--- config.mk ---
export PLATFORM = sky130hd
export DESIGN_NAME = hazard_tracker
export DESIGN_NICKNAME = d
export VERILOG_FILES = /design/src/rtl/hazard_tracker.sv
export SDC_FILE = /design/constraint.sdc
export NUM_CORES = 1
export LEC_CHECK = 0
export ABC_AREA = 1
export BUFFER_PORTS_ARGS = -buffer_cell sky130_fd_sc_hd__buf_2
export CAP_MARGIN = 20
export CORE_ASPECT_RATIO = 1.25
export CORE_UTILIZATION = 35
export CTS_BUF_LIST = sky130_fd_sc_hd__clkbuf_4 sky130_fd_sc_hd__clkbuf_8
export CTS_CLUSTER_DIAMETER = 150
export DETAILED_ROUTE_END_ITERATION = 12
export GPL_ROUTABILITY_DRIVEN = 0
export GPL_TIMING_DRIVEN = 0
export HOLD_SLACK_MARGIN = 0.15
export SYNTH_ARGS = -nofsm -noshare
export SYNTH_HDL_FRONTEND = slang
export SYNTH_SLANG_ARGS = --single-unit
export TNS_END_PERCENT = 30
--- constraint.sdc ---
create_clock -name clk -period 1.77 [get_ports clk]
set_input_delay 0.177 -clock clk [delete_from_list [all_inputs] [get_ports clk]]
set_output_delay 0.177 -clock clk [all_outputs]
set_load 0.02 [all_outputs]
--- src/rtl/hazard_tracker.sv ---
// ============================================================================
// hazard_tracker
// ----------------------------------------------------------------------------
// Pipeline hazard unit that sits right after the ID-stage register-index
// decoder. It remembers the destination tags of the instructions currently in
// EX, MEM and WB. From those tags it produces:
//   - the load-use and HI/LO stall,
//   - the operand forwarding selects,
//   - a busy indication for the multi-cycle multiply/divide unit.
//
// Tag encoding: 0 = none/$zero (never matches), 1..31 = GPRs, HILO_TAG = HI/LO.
//
// Parameters
//   MULDIV_LAT   cycles the mul/div unit stays busy after a MULTU/DIVU enters
//                EX (must be >= 2)
//   HILO_TAG     tag value that denotes the HI/LO register pair
//
// Ports
//   clk           in   pipeline clock, rising edge
//   rst           in   asynchronous active-high reset
//   id_valid      in   ID holds a real instruction
//   id_rs         in   ID read tag 1
//   id_rt         in   ID read tag 2
//   id_wr         in   ID write tag
//   id_is_load    in   ID instruction is a load
//   id_is_muldiv  in   ID instruction is MULTU/DIVU
//   flush         in   squash the ID instruction (taken branch/jump)
//   hold          in   global freeze
//   stall         out  hold PC and IF/ID, bubble into EX
//   fwd_a         out  operand A source: 0 regfile, 1 EX, 2 MEM, 3 WB
//   fwd_b         out  operand B source, same encoding
//   muldiv_busy   out  mul/div busy counter is non-zero
// ============================================================================
module hazard_tracker #(
    parameter int          MULDIV_LAT = 32,
    parameter logic [5:0]  HILO_TAG   = 6'd33
) (
    input  logic       clk,
    input  logic       rst,
    input  logic       id_valid,
    input  logic [5:0] id_rs,
    input  logic [5:0] id_rt,
    input  logic [5:0] id_wr,
    input  logic       id_is_load,
    input  logic       id_is_muldiv,
    input  logic       flush,
    input  logic       hold,
    output logic       stall,
    output logic [1:0] fwd_a,
    output logic [1:0] fwd_b,
    output logic       muldiv_busy
);

    localparam int             CNT_W   = $clog2(MULDIV_LAT + 1);
    localparam logic [CNT_W-1:0] LAT_CNT = CNT_W'(MULDIV_LAT);
    localparam logic [CNT_W-1:0] CNT_ONE = CNT_W'(1);

    // Destination tags and load flags of the instructions further down the pipe.
    logic [5:0]       ex_tag;
    logic [5:0]       mem_tag;
    logic [5:0]       wb_tag;
    logic             ex_load;
    logic             mem_load;
    logic [CNT_W-1:0] busy_cnt;

    logic             issue_ok;
    logic             load_use;
    logic             hilo_busy;
    logic             enter_ex;

    // mem_load follows the load down the pipe for MEM-stage consumers; none of
    // this block's own outputs depend on it, so it is tied off here.
    logic             unused_mem_load;
    assign unused_mem_load = mem_load;

    // Hazard detection. Nothing can stall when ID is empty, being squashed, or
    // the whole pipe is frozen, so all hazard terms are qualified by issue_ok.
    // A flush therefore always beats a hazard: the squashed instruction never
    // needs its operands, and a bubble goes into EX instead.
    // The HI/LO check is deliberately conservative: any instruction touching
    // HI/LO, or another mul/div, waits until the unit has drained.
    always_comb begin
        issue_ok  = id_valid & ~flush & ~hold;
        load_use  = 1'b0;
        hilo_busy = 1'b0;
        if (issue_ok) begin
            load_use = ex_load && (ex_tag != 6'd0) &&
                       ((ex_tag == id_rs) || (ex_tag == id_rt));
            hilo_busy = (busy_cnt != '0) &&
                        ((id_rs == HILO_TAG) || (id_rt == HILO_TAG) ||
                         (id_wr == HILO_TAG) || id_is_muldiv);
        end
        stall       = load_use | hilo_busy;
        enter_ex    = id_valid & ~flush & ~stall;
        muldiv_busy = (busy_cnt != '0);
    end

    // Operand A forwarding, nearest producer first. A load still in EX has no
    // data yet, so EX only forwards for non-loads; the load-use stall covers
    // that case and the value is picked up from MEM on the next cycle.
    // Selects are produced even while stalled; consumers ignore them then.
    always_comb begin
        fwd_a = 2'd0;
        if (id_rs != 6'd0) begin
            if ((ex_tag == id_rs) && !ex_load) begin
                fwd_a = 2'd1;
            end else if (mem_tag == id_rs) begin
                fwd_a = 2'd2;
            end else if (wb_tag == id_rs) begin
                fwd_a = 2'd3;
            end
        end
    end

    // Operand B forwarding, same priority rules as operand A but keyed on rt.
    always_comb begin
        fwd_b = 2'd0;
        if (id_rt != 6'd0) begin
            if ((ex_tag == id_rt) && !ex_load) begin
                fwd_b = 2'd1;
            end else if (mem_tag == id_rt) begin
                fwd_b = 2'd2;
            end else if (wb_tag == id_rt) begin
                fwd_b = 2'd3;
            end
        end
    end

    // Pipeline tag shift register. Everything freezes under hold. Otherwise the
    // tags march EX -> MEM -> WB, and EX receives either the ID instruction or
    // a bubble (tag 0, not a load) when ID is empty, squashed or stalled.
    always_ff @(posedge clk or posedge rst) begin
        if (rst) begin
            ex_tag   <= 6'd0;
            mem_tag  <= 6'd0;
            wb_tag   <= 6'd0;
            ex_load  <= 1'b0;
            mem_load <= 1'b0;
        end else if (!hold) begin
            wb_tag   <= mem_tag;
            mem_tag  <= ex_tag;
            mem_load <= ex_load;
            if (enter_ex) begin
                ex_tag  <= id_wr;
                ex_load <= id_is_load;
            end else begin
                ex_tag  <= 6'd0;
                ex_load <= 1'b0;
            end
        end
    end

    // Mul/div busy counter. It reloads when a MULTU/DIVU actually enters EX and
    // then counts down to zero. A second mul/div cannot reload it early because
    // it is stalled while the counter is non-zero. Hold freezes the count.
    always_ff @(posedge clk or posedge rst) begin
        if (rst) begin
            busy_cnt <= '0;
        end else if (!hold) begin
            if (enter_ex && id_is_muldiv) begin
                busy_cnt <= LAT_CNT;
            end else if (busy_cnt != '0) begin
                busy_cnt <= busy_cnt - CNT_ONE;
            end
        end
    end

endmodule

Yosys cells after proc, flatten, opt, wreduce, memory -nomap -nowiden
Cells that the tools add are included.
W data, S select, Z words.
Storage, ports and cells
  register bits after elaboration: 25
  latch bits: 0
  bits in writable memories: 0
  ROM bits: 0
  input port bits: 25
  output and inout port bits: 6
  word-level logic and storage cells: 53
  memories kept: 0
Cells by class
  add/sub/neg operators: 1
  multiply operators: 0
  div/mod/pow operators: 0
  order comparisons: 0
  equal/unequal tests: 9
  shift-type cells: 0
  multiplexer cells: 14
  bitwise gates (word level): 7
  reductions and logical operators: 17
Operator list (number)
  $eq A6 B6 Y1: 6
  $reduce_bool A6 Y1: 4
  $eq A6 B6 Y1 const B: 3
  $mux W6: 3
  $mux W2: 8
  $logic_and A1 B1 Y1: 6
  $sub A6 B1 Y6 const B: 1
  $logic_or A1 B1 Y1: 4
  $and A1 B1 Y1: 3
  $mux W1: 3
  $not A1 Y1: 3
  $reduce_and A2 Y1: 1
  $reduce_bool A2 Y1: 1
  $logic_not A1 Y1: 1
  $or A1 B1 Y1: 1

Depth between registers and ports, before layout
Gate-level depths: netlist of run 1.
  word-level depth: 12
  depth in mapped cells: 12
  mapped depth without buffers: 12

Worst setup path before layout of run 1
OpenSTA, ideal clock, no wires.
  path kind: reg-to-reg
  start point: register busy_cnt[0]
  end point: register busy_cnt[1]
  setup time: 0.118 ns
  arrival time: 1.475 ns
  required time: 1.652 ns
  path slack: 0.177 ns
  cell stages (with the launch flop): 12
  buffers on the path: 0
  period minus slack after synthesis: 1.593 ns
  cell sequence: dfrtp_1 inv_1 ha_1 inv_1 nor3_2 nand2_2 nand3_2 nand3_4 nand2_4 nand2_2 nand2_1 nand2_1
Between the ends
  word-level cells in the longest chain between the ends: 9
  elaborated cells on any way between the ends: 12
  those cells by class: 1 x add/sub; 3 x mux; 3 x bitwise; 5 x reduce/logical
Ends and longest elaborated chain
  start: declaration: line 64  | logic [CNT_W-1:0] busy_cnt;
  start signal: assignment: line 163  | busy_cnt <= busy_cnt - CNT_ONE;
  $reduce_bool A6 Y1 (*)
  net muldiv_busy: line 51  | output logic muldiv_busy
  $logic_and A1 B1 Y1: line 89  | hilo_busy = (busy_cnt != '0) &&
  $mux W1: line 86  | if (issue_ok) begin
  $or A1 B1 Y1: line 93  | stall = load_use | hilo_busy;
  $not A1 Y1: line 94  | enter_ex = id_valid & ~flush & ~stall;
  $and A1 B1 Y1: line 94
  $logic_and A1 B1 Y1: line 160  | if (enter_ex && id_is_muldiv) begin
  $reduce_bool A2 Y1 (no source line)
  $reduce_and A2 Y1 (no source line)
Mark *: on every way through the listed nets, which the timed path passes. The rest lies on a longest branch. The select of a mux whose other input is x is not followed.
A chain may end at the register's enable or synchronous reset.

Worst setup path in the final report of run 1
  start point: register wb_tag[0]
  end point: output port fwd_a[0]
Between the ends
  word-level cells in the longest chain between the ends: 5
Ends and longest elaborated chain
  start: declaration: line 61  | logic [5:0] wb_tag;
  start signal: assignment: line 140  | wb_tag <= mem_tag;
  $eq A6 B6 Y1: line 109  | end else if (wb_tag == id_rs) begin
  $mux W2: line 109
  $mux W2: line 107  | end else if (mem_tag == id_rs) begin
  $mux W2: line 105  | if ((ex_tag == id_rs) && !ex_load) begin
  $mux W2: line 104  | if (id_rs != 6'd0) begin
  end: declaration: line 49  | output logic [1:0] fwd_a,
No other way between the ends.

==> impl_metrics.tcl, run 1 <==
set metrics [dict create \
    clk_pin_slew_ns 0.09 \
    clock_path_buffers 2 \
    via_count 1844 \
    synth_edf_count 0 \
    fmaxAchievable_ghz 0.537 \
    wl_per_cell_um 13.0 \
    cts_tree "built" \
    cts_buffers 3 \
    io_pins 31 \
    syn_area_mm2 0.00182 \
    grt_pass1_vias 1761 \
    final_util_pct 47.7 \
    cp.required_ns 1.59 \
    grt_overflow 0 \
    period_share_pct 105 \
    die_width_um 66.4 \
    p_total_mw 1.89 \
    hpwl_um 3740 \
    setup_tns_ns -0.265 \
    dp.cells 360 \
    violations "negative setup slack" \
    cp_cell_sequence "inv_2, nor2_2, nor4_2, nand4_1, nand2b_1, a21oi_1, buf_4" \
    ys_seq_area_share_pct 34.5 \
    critPathArrivalTime_ns 1.69 \
    max-cap-violations 0 \
    route.antenna.remaining_nets 0 \
    die_y_um 82.5 \
    cts-htree-levels 1 \
    async_flop_share_pct 100 \
    syn_area_per_cell_um2 6.70 \
    crit_end "fwd_a[0]" \
    rows 28 \
    layout-drive-gt1-share_pct 29.4 \
    relSlewSlack_pct 60.4 \
    regArea_um2 626 \
    fillCellCount 517 \
    reg2reg_from "busy_cnt[0]$_DFFE_PP0P_" \
    start_kind "register" \
    power_leakage_nw 1.18 \
    syn2layout_area_growth_pct 27.8 \
    startpoint "wb_tag[0]$_DFFE_PP0N_" \
    clock_skew_ns 0.00816 \
    clock-root-buffer "clkbuf_8" \
    ys_warn_count 0 \
    nNetsFinal 347 \
    final.setup.worst_slack_ns -0.0939 \
    min_period_ns 1.86 \
    grt_antenna_before_repair 0 \
    r2r_cells 9 \
    ys_types 29 \
    clock_sinks 25 \
    coreArea_mm2 0.00487 \
    crit_fanout 3 \
    clk_latency_ns 0.28 \
    drc 0 \
    multi_input_area_mm2 0.00107 \
    finalWirelength_um 4960 \
    syn-instance-count 271 \
    cp_slowest_cell "dfrtp_1" \
    yosys_most_used_dff "dfrtp_1" \
    firstDrtPassIters 4 \
    r2r_slack_ns 0.15 \
    layout.cells.non_filler 380 \
    grt_pass1_wl_um 7980 \
    drtIter0Drc 100 \
    criticalPathCategory "register to output pin" \
    setup_viol 6 \
    end_kind "output pin" \
    finalHoldViolations 0 \
    initial_utilization_pct 37.3 \
    rsz0062_at_grt "yes" \
    port_buffers 29 \
    slew_viol_final 0 \
    powerDensity_mw_per_mm2 816 \
    peakVddDrop_mv 0.762 \
    r2r-end "ex_tag[0]$_DFFE_PP0N_" \
    diodes 0 \
    synth_seq_cells 25 \
    track_usage_pct 19.4 \
    syn_nets 297 \
    via_per_inst 4.85 \
    grt_max_degree 26 \
    hold_path.class "input port to register" \
    pre_cts_slack_ns 0.0561 \
    slowest_delay_ns 0.41 \
    dieArea_mm2 0.00548 \
    tightest_slew_ns 0.594 \
    status "complete, but fails checks" \
]
-- sequential cells by signal, summed over array words and instances (netlist names) --
| signal | flops |
|---|---|
| busy_cnt | 6 |
| ex_load | 1 |
| ex_tag | 6 |
| wb_tag | 6 |
| mem_tag | 6 |
-- layer usage --
layer / vias up / GRT usage, % / routed length (um)
li1: 956 / - / -
met1: 851 / 22.8 / 2140
met2: 33 / 37.1 / 2640
met3: 4 / 1.79 / 127
met4: 0 / 5.53 / 47
met5: - / 0 / 0
-- how the worst min path moves through the flow --
stage | end | slack, ns | cells past startpoint | start
final | ex_tag[1]$_DFFE_PP0N_ | 0.16 | 3 | id_wr[1]
after global routing | ex_tag[1]$_DFFE_PP0N_ | 0.17 | 3 | id_wr[1]
after CTS | ex_load$_DFFE_PP0N_ | 0.16 | 3 | id_is_load
after detailed placement | ex_tag[5]$_DFFE_PP0N_ | 0.44 | 3 | id_wr[5]
after global placement | ex_load$_DFFE_PP0N_ | 0.44 | 3 | id_is_load
after floorplan | busy_cnt[0]$_DFFE_PP0P_ | 0.20 | 1 | rst
-- placed cells by master, fill, tap and decap left out --
cell           count
dfrtp_1           25
nand3_1            3
buf_2             27
nand4_1           11
buf_16             1
inv_2             21
a211oi_1           1
inv_1             26
clkinv_1           1
nand2_4            1
clkbuf_8           3
nand2_1           74
nand3b_1           1
or2_2              1
a21oi_1            3
o21ai_1            2
buf_4             13
xor2_1             6
xnor2_1            7
o22ai_1           12
ha_2               1
nor4_2             2
nand2_2            3
clkbuf_1           3
nand3_2            3
a21oi_2            1
nand2b_1           1
nand3_4            3
clkinvlp_4         1
nor2_1            29
dlygate4sd3_1      4
nor2_4             2
buf_6              1
o21ai_0           12
nor4_4             1
nor2_2             8
nor3_4             1
nor3_1             5
-- worst max-delay path, delay by kind of cell (launching register included) --
kind | cells | cell delay, ns
and+or+nand+nor | 4 | 0.66
buffers and inverters | 2 | 0.23
DFF | 1 | 0.41
AOI/OAI and AO/OA | 1 | 0.12
-- Yosys cell counts, types with 2 or more instances --
cell	count	area share, %
nor2_2	2	0.69
dfrtp_1	25	34
clkbuf_1	3	0.62
o21ai_0	14	3.9
nor4_1	3	1.0
nand3_2	3	1.7
xor2_1	6	2.9
nand2_1	74	15
xnor2_1	7	3.4
inv_1	35	7.2
nand3_4	2	1.9
nand4_1	11	3.8
a21oi_1	4	1.1
nor3_1	5	1.4
nand3_1	4	1.1
nand2_2	3	1.0
inv_2	12	2.5
nor2_1	36	7.4
o22ai_1	12	4.1
-- area by class of cell --
type / count / share of cell area, %
multi-input combinational: 194 / 46.0
sequential: 25 / 27.0
timing repair buffer: 45 / 13.2
inverter: 48 / 7.76
tap: 60 / 3.23
clock buffer: 3 / 1.78
buffer: 4 / 0.701
clock inverter: 1 / 0.323
-- timing repair --
action,in CTS,in global routing
setup buffers,4,7
hold endpoints to repair,17,1
pin swaps,4,10
resized for setup,11,21
hold buffers,3,1
endpoints found under the setup margin,5,13
-- cell families after synthesis --
| family | after synthesis | share of synthesized area, % |
|---|---|---|
| DFF | 25 | 34.5 |
| and+or+nand+nor | 149 | 38.3 |
| buffers and inverters | 52 | 10.8 |
| AOI/OAI and AO/OA | 31 | 9.51 |
| adders and majority gates | 1 | 0.689 |
| xor gates and xnor gates | 13 | 6.27 |
-- report_power, final --
part           internal (mW)  switching, mW  leakage, nW
combinational          0.332          0.429        0.820
clock                  0.160          0.205       0.0217
sequential             0.663          0.104        0.336
total                   1.16          0.737         1.18
-- metrics by stage --
stage	cell area (um2)	hold slack, ns
global placement	2040	0.439
CTS	2170	0.156
detailed placement	2040	0.442
finish	2320	0.159
global route	2320	0.168
floorplan	1820	0.204
No activity file was read; power rests on OpenSTA's default activity.
==> inputs of run 2 (changes only) <==
--- a/config.mk
+++ b/config.mk
@@ -16,6 +16,7 @@
 export GPL_ROUTABILITY_DRIVEN = 0
 export GPL_TIMING_DRIVEN = 0
 export HOLD_SLACK_MARGIN = 0.15
+export REMOVE_ABC_BUFFERS = 1
 export SYNTH_ARGS = -nofsm -noshare
 export SYNTH_HDL_FRONTEND = slang
 export SYNTH_SLANG_ARGS = --single-unit
==> impl_metrics.tcl, run 2 (synthesis gave the netlist of run 1 again) <==
set metrics [dict create \
    stdcell_area_mm2 0.00228 \
    final.setup.worst_slack_ns -0.129 \
    min_period_ns 1.90 \
    cts_buffers 3 \
    period_share_pct 107 \
    tightest_slew_ns 0.528 \
    nNetsFinal 342 \
    dp.cells 357 \
    start_kind "register" \
    max-cap-violations 0 \
    layout_common_cells "nand2_1 (72), nor2_1 (34), buf_2 (27), inv_1 (26), dfrtp_1 (25)" \
    via_per_inst 4.77 \
    crit_fanout 2 \
    layout-drive-gt1-share_pct 28.3 \
    power_leakage_nw 1.18 \
    violations "negative setup slack" \
    end_kind "output pin" \
    final_util_pct 46.9 \
    layout.cells.non_filler 375 \
    diodes 0 \
    final_common_cell "nand2_1" \
    drtIter0Drc 64 \
    grt_overflow 0 \
    clock_path_buffers 2 \
    setup_tns_ns -0.355 \
    finalHoldViolations 0 \
    cts_tree "built" \
    cts-htree-levels 1 \
    criticalPathCategory "register to output pin" \
    critPathArrivalTime_ns 1.72 \
    status "complete, but fails checks" \
    io_pins 31 \
    wl_per_cell_um 12.6 \
    firstDrtPassIters 4 \
    p_total_mw 1.88 \
    clock_skew_ns 0.00570 \
    grt_pass1_wl_um 7690 \
    timing.hold.ws_ns 0.154 \
    die_width_um 66.4 \
    startpoint "wb_tag[0]$_DFFE_PP0N_" \
    hp-start "id_wr[5]" \
    peakVddDrop_mv 0.586 \
    clock-root-buffer "clkbuf_8" \
    clk_pin_slew_ns 0.09 \
    dpl_cell_area_mm2 0.00202 \
    port_buffers 30 \
    hold_path.class "input port to register" \
    drc 0 \
    cp.required_ns 1.59 \
    syn2layout_area_growth_pct 25.8 \
    fmaxAchievable_ghz 0.527 \
    clk_latency_ns 0.27 \
    grt_max_degree 28 \
    pre_cts_slack_ns 0.0420 \
    finalWirelength_um 4730 \
    powerDensity_mw_per_mm2 822 \
    grt_antenna_before_repair 0 \
    initial_utilization_pct 37.3 \
    relSlewSlack_pct 64.6 \
    hpwl_um 3500 \
    grt_pass1_vias 1663 \
    setup_viol 5 \
    rsz0062_at_grt "yes" \
    clock_sinks 25 \
    route.antenna.remaining_nets 0 \
    slew_viol_final 0 \
    via_count 1788 \
    coreArea_mm2 0.00487 \
    rows 28 \
    dieArea_mm2 0.00548 \
    reg2reg_from "busy_cnt[0]$_DFFE_PP0P_" \
    die_y_um 82.5 \
    track_usage_pct 18.7 \
]
[run 2: cell type report]
cell class,instances,area [um2]
Clock buffer,3,41.3
Sequential cell,25,626
Timing Repair Buffer,44,295
Inverter,48,180
Fill cell,526,2590
Clock inverter,1,8.76
Multi-Input combinational cell,194,1060
Tap cell,60,75.1
[run 2: routing by layer]
| metal | global-route usage, % | up-vias | share of wire [%] |
|---|---|---|---|
| met2 | 31.8 | 47 | 48 |
| met1 | 23.9 | 786 | 45 |
| met5 | 0 | - | 0 |
| met3 | 1.79 | 12 | 3.7 |
| li1 | - | 943 | - |
| met4 | 8.09 | 0 | 3.3 |
[run 2: critical path, cell delays in order (launching register included)]
cell	delay, ns
dfrtp_1	0.38
buf_4	0.12
nor2_1	0.04
nor4_1	0.27
nand4_1	0.19
a211oi_1	0.24
buf_2	0.20
[run 2: power by group]
part           leakage (nW)  total (mW)  switching [mW]  internal (mW)
clock                0.0261       0.366           0.200          0.165
sequential            0.336       0.765           0.101          0.663
combinational         0.823       0.746           0.419          0.327
total                  1.18        1.88           0.721           1.16
[run 2: worst paths after layout]
path                       slack, ns                 endpoint  depth (start not counted)
max                            -0.13                 fwd_a[1]                          6
min                             0.15    ex_tag[5]$_DFFE_PP0N_                          3
max reg2reg                     0.14  busy_cnt[0]$_DFFE_PP0P_                         11
min reg2reg                     0.51  busy_cnt[0]$_DFFE_PP0P_                          2
max in group asynchronous       1.01    ex_tag[0]$_DFFE_PP0N_                          4
min in group asynchronous       0.36  busy_cnt[1]$_DFFE_PP0P_                          3
[run 2: what timing repair did]
item,4_1_cts,5_1_grt
endpoints found under the setup margin,6,15
pin swaps,4,9
hold buffers,4,1
resized for setup,13,13
hold endpoints to repair,4,25
setup buffers,1,7
==> inputs of run 3 (changes only) <==
==> constraint.sdc (replaced) <==
create_clock -name clk -period 2.1 [get_ports clk]
set_input_delay 0.21 -clock clk [delete_from_list [all_inputs] [get_ports clk]]
set_output_delay 0.21 -clock clk [all_outputs]
set_load 0.02 [all_outputs]
==> impl_metrics.tcl, run 3 (synthesis gave the netlist of run 1 again) <==
set metrics [dict create \
    status "complete, no violations" \
    postCtsSetupBuffers 0 \
    layout_common_cells "nand2_1 (74), nor2_1 (36), inv_1 (35), buf_2 (30), dfrtp_1 (25)" \
    via_per_inst 4.76 \
    grt_antenna_before_repair 0 \
    hold_path.class "input port to register" \
    setup_tns_ns 0 \
    criticalPathCategory "register to output pin" \
    switching_share_pct 37.8 \
    cts_buffers 3 \
    clock-root-buffer "clkbuf_8" \
    crit_fanout 3 \
    grt_pass1_wl_um 7550 \
    finalWirelength_um 4480 \
    via_count 1727 \
    io_pins 31 \
    powerDensity_mw_per_mm2 694 \
    drc 0 \
    hpwl_um 3500 \
    clockPowerShare_pct 20.9 \
    relSlewSlack_pct 64.8 \
    grt_max_degree 28 \
    dieArea_mm2 0.00548 \
    coreArea_mm2 0.00487 \
    internal-power_mw 0.915 \
    port_buffers 30 \
    slew_viol_final 0 \
    finalHoldViolations 0 \
    cp.required_ns 1.89 \
    pwr-share-comb_pct 35.9 \
    clock_sinks 25 \
    critPathArrivalTime_ns 1.76 \
    syn2layout_area_growth_pct 16.7 \
    period_share_pct 93.6 \
    setup_viol 0 \
    wl_per_cell_um 12.3 \
    peakVddDrop_mv 0.475 \
    diodes 0 \
    drtIter0Drc 86 \
    track_usage_pct 18.4 \
    min_period_ns 1.97 \
    initial_utilization_pct 37.3 \
    die_y_um 82.5 \
    die_width_um 66.4 \
    rows 28 \
    clock_path_buffers 2 \
    clk_pin_slew_ns 0.10 \
    rsz0062_at_grt "no" \
    end_kind "output pin" \
    route.antenna.remaining_nets 0 \
    power_switching_mw 0.556 \
    nNetsFinal 330 \
    final_common_cell "nand2_1" \
    seq_power_share_pct 43.2 \
    cts-htree-levels 1 \
    power_leakage_nw 1.11 \
    fillCellCount 543 \
    cts_tree "built" \
    pre_cts_slack_ns 0.372 \
    clock_skew_ns 0.00938 \
    start_kind "register" \
    fmaxAchievable_ghz 0.509 \
    final.setup.worst_slack_ns 0.134 \
    max-cap-violations 0 \
    grt_overflow 0 \
    layout-drive-gt1-share_pct 20.5 \
    grt_pass1_vias 1619 \
    clk_latency_ns 0.27 \
    tightest_slew_ns 0.525 \
    firstDrtPassIters 4 \
]
==> run 3: cell types whose count changed in the layout (fill, tap and decap cells not counted), moves of 3 or more <==
cell	before	now
inv_2	21	12
buf_4	11	0
buf_2	27	30
dlygate4sd3_1	5	1
inv_1	26	35
==> run 3: layer usage <==
| layer | wire length (um) | vias up | global-route usage [%] |
|---|---|---|---|
| li1 | - | 920 | - |
| met1 | 2060 | 760 | 23.4 |
| met2 | 2120 | 34 | 31.0 |
| met3 | 138 | 13 | 2.06 |
| met4 | 158 | 0 | 8.09 |
| met5 | 0 | - | 0 |
==> run 3: stage by stage <==
step | hold slack [ns] | instances | instance area (um2) | power (mW) | utilization (%)
floorplan | 0.237 | 267 | 1800 | 1.03 | -
global placement | 0.457 | 357 | 2020 | 1.16 | 41.6
detailed placement | 0.466 | 357 | 2020 | 1.17 | 41.6
CTS | 0.170 | 361 | 2070 | 1.49 | 42.6
global route | 0.178 | 363 | 2120 | 1.60 | 43.5
finish | 0.176 | 363 | 2120 | 1.47 | 43.5
==> run 3: repair_timing <==
| item | CTS | global route |
|---|---|---|
| endpoints found under the hold margin | 0 | 16 |
| endpoints found under the setup margin | 0 | 2 |
| gates resized for setup | 0 | 1 |
| hold buffers | 0 | 1 |
==> run 3: power groups by stage <==
stage	Combinational (mW)	Sequential (mW)	Clock, mW
CTS	0.528	0.637	0.322
finish	0.529	0.635	0.307
global placement	0.520	0.644	0
floorplan	0.403	0.628	0
global route	0.610	0.649	0.340
detailed placement	0.528	0.643	0
==> run 3: layout make-up <==
cell class,count,area [um2],area share (%)
Clock buffer,3,41.3,1.95
Clock inverter,1,8.76,0.413
Multi-Input combinational cell,194,1000,47.2
Inverter,48,180,8.51
Tap cell,60,75.1,3.54
Sequential cell,25,626,29.5
Timing Repair Buffer,32,188,8.86
==> run 3: final timing paths <==
path,startpoint,endpoint,slack (ns),cells past startpoint
max in group asynchronous,rst,ex_tag[0]$_DFFE_PP0N_,1.31,4
worst max register to register,busy_cnt[0]$_DFFE_PP0P_,ex_load$_DFFE_PP0N_,0.38,8
worst min-delay path,id_wr[2],ex_tag[2]$_DFFE_PP0N_,0.18,3
worst max-delay path,wb_tag[0]$_DFFE_PP0N_,fwd_a[0],0.13,7
worst min register to register,busy_cnt[0]$_DFFE_PP0P_,busy_cnt[0]$_DFFE_PP0P_,0.49,2
min in group asynchronous,rst,busy_cnt[1]$_DFFE_PP0P_,0.40,3
==> run 3: critical path: stages, from the launching register on <==
cell and delay, ns:
dfrtp_1 0.41, inv_1 0.09, nor2_1 0.05, nor4_1 0.29, nand4_1 0.19, nand2b_1 0.19, a21oi_1 0.11, buf_2 0.17
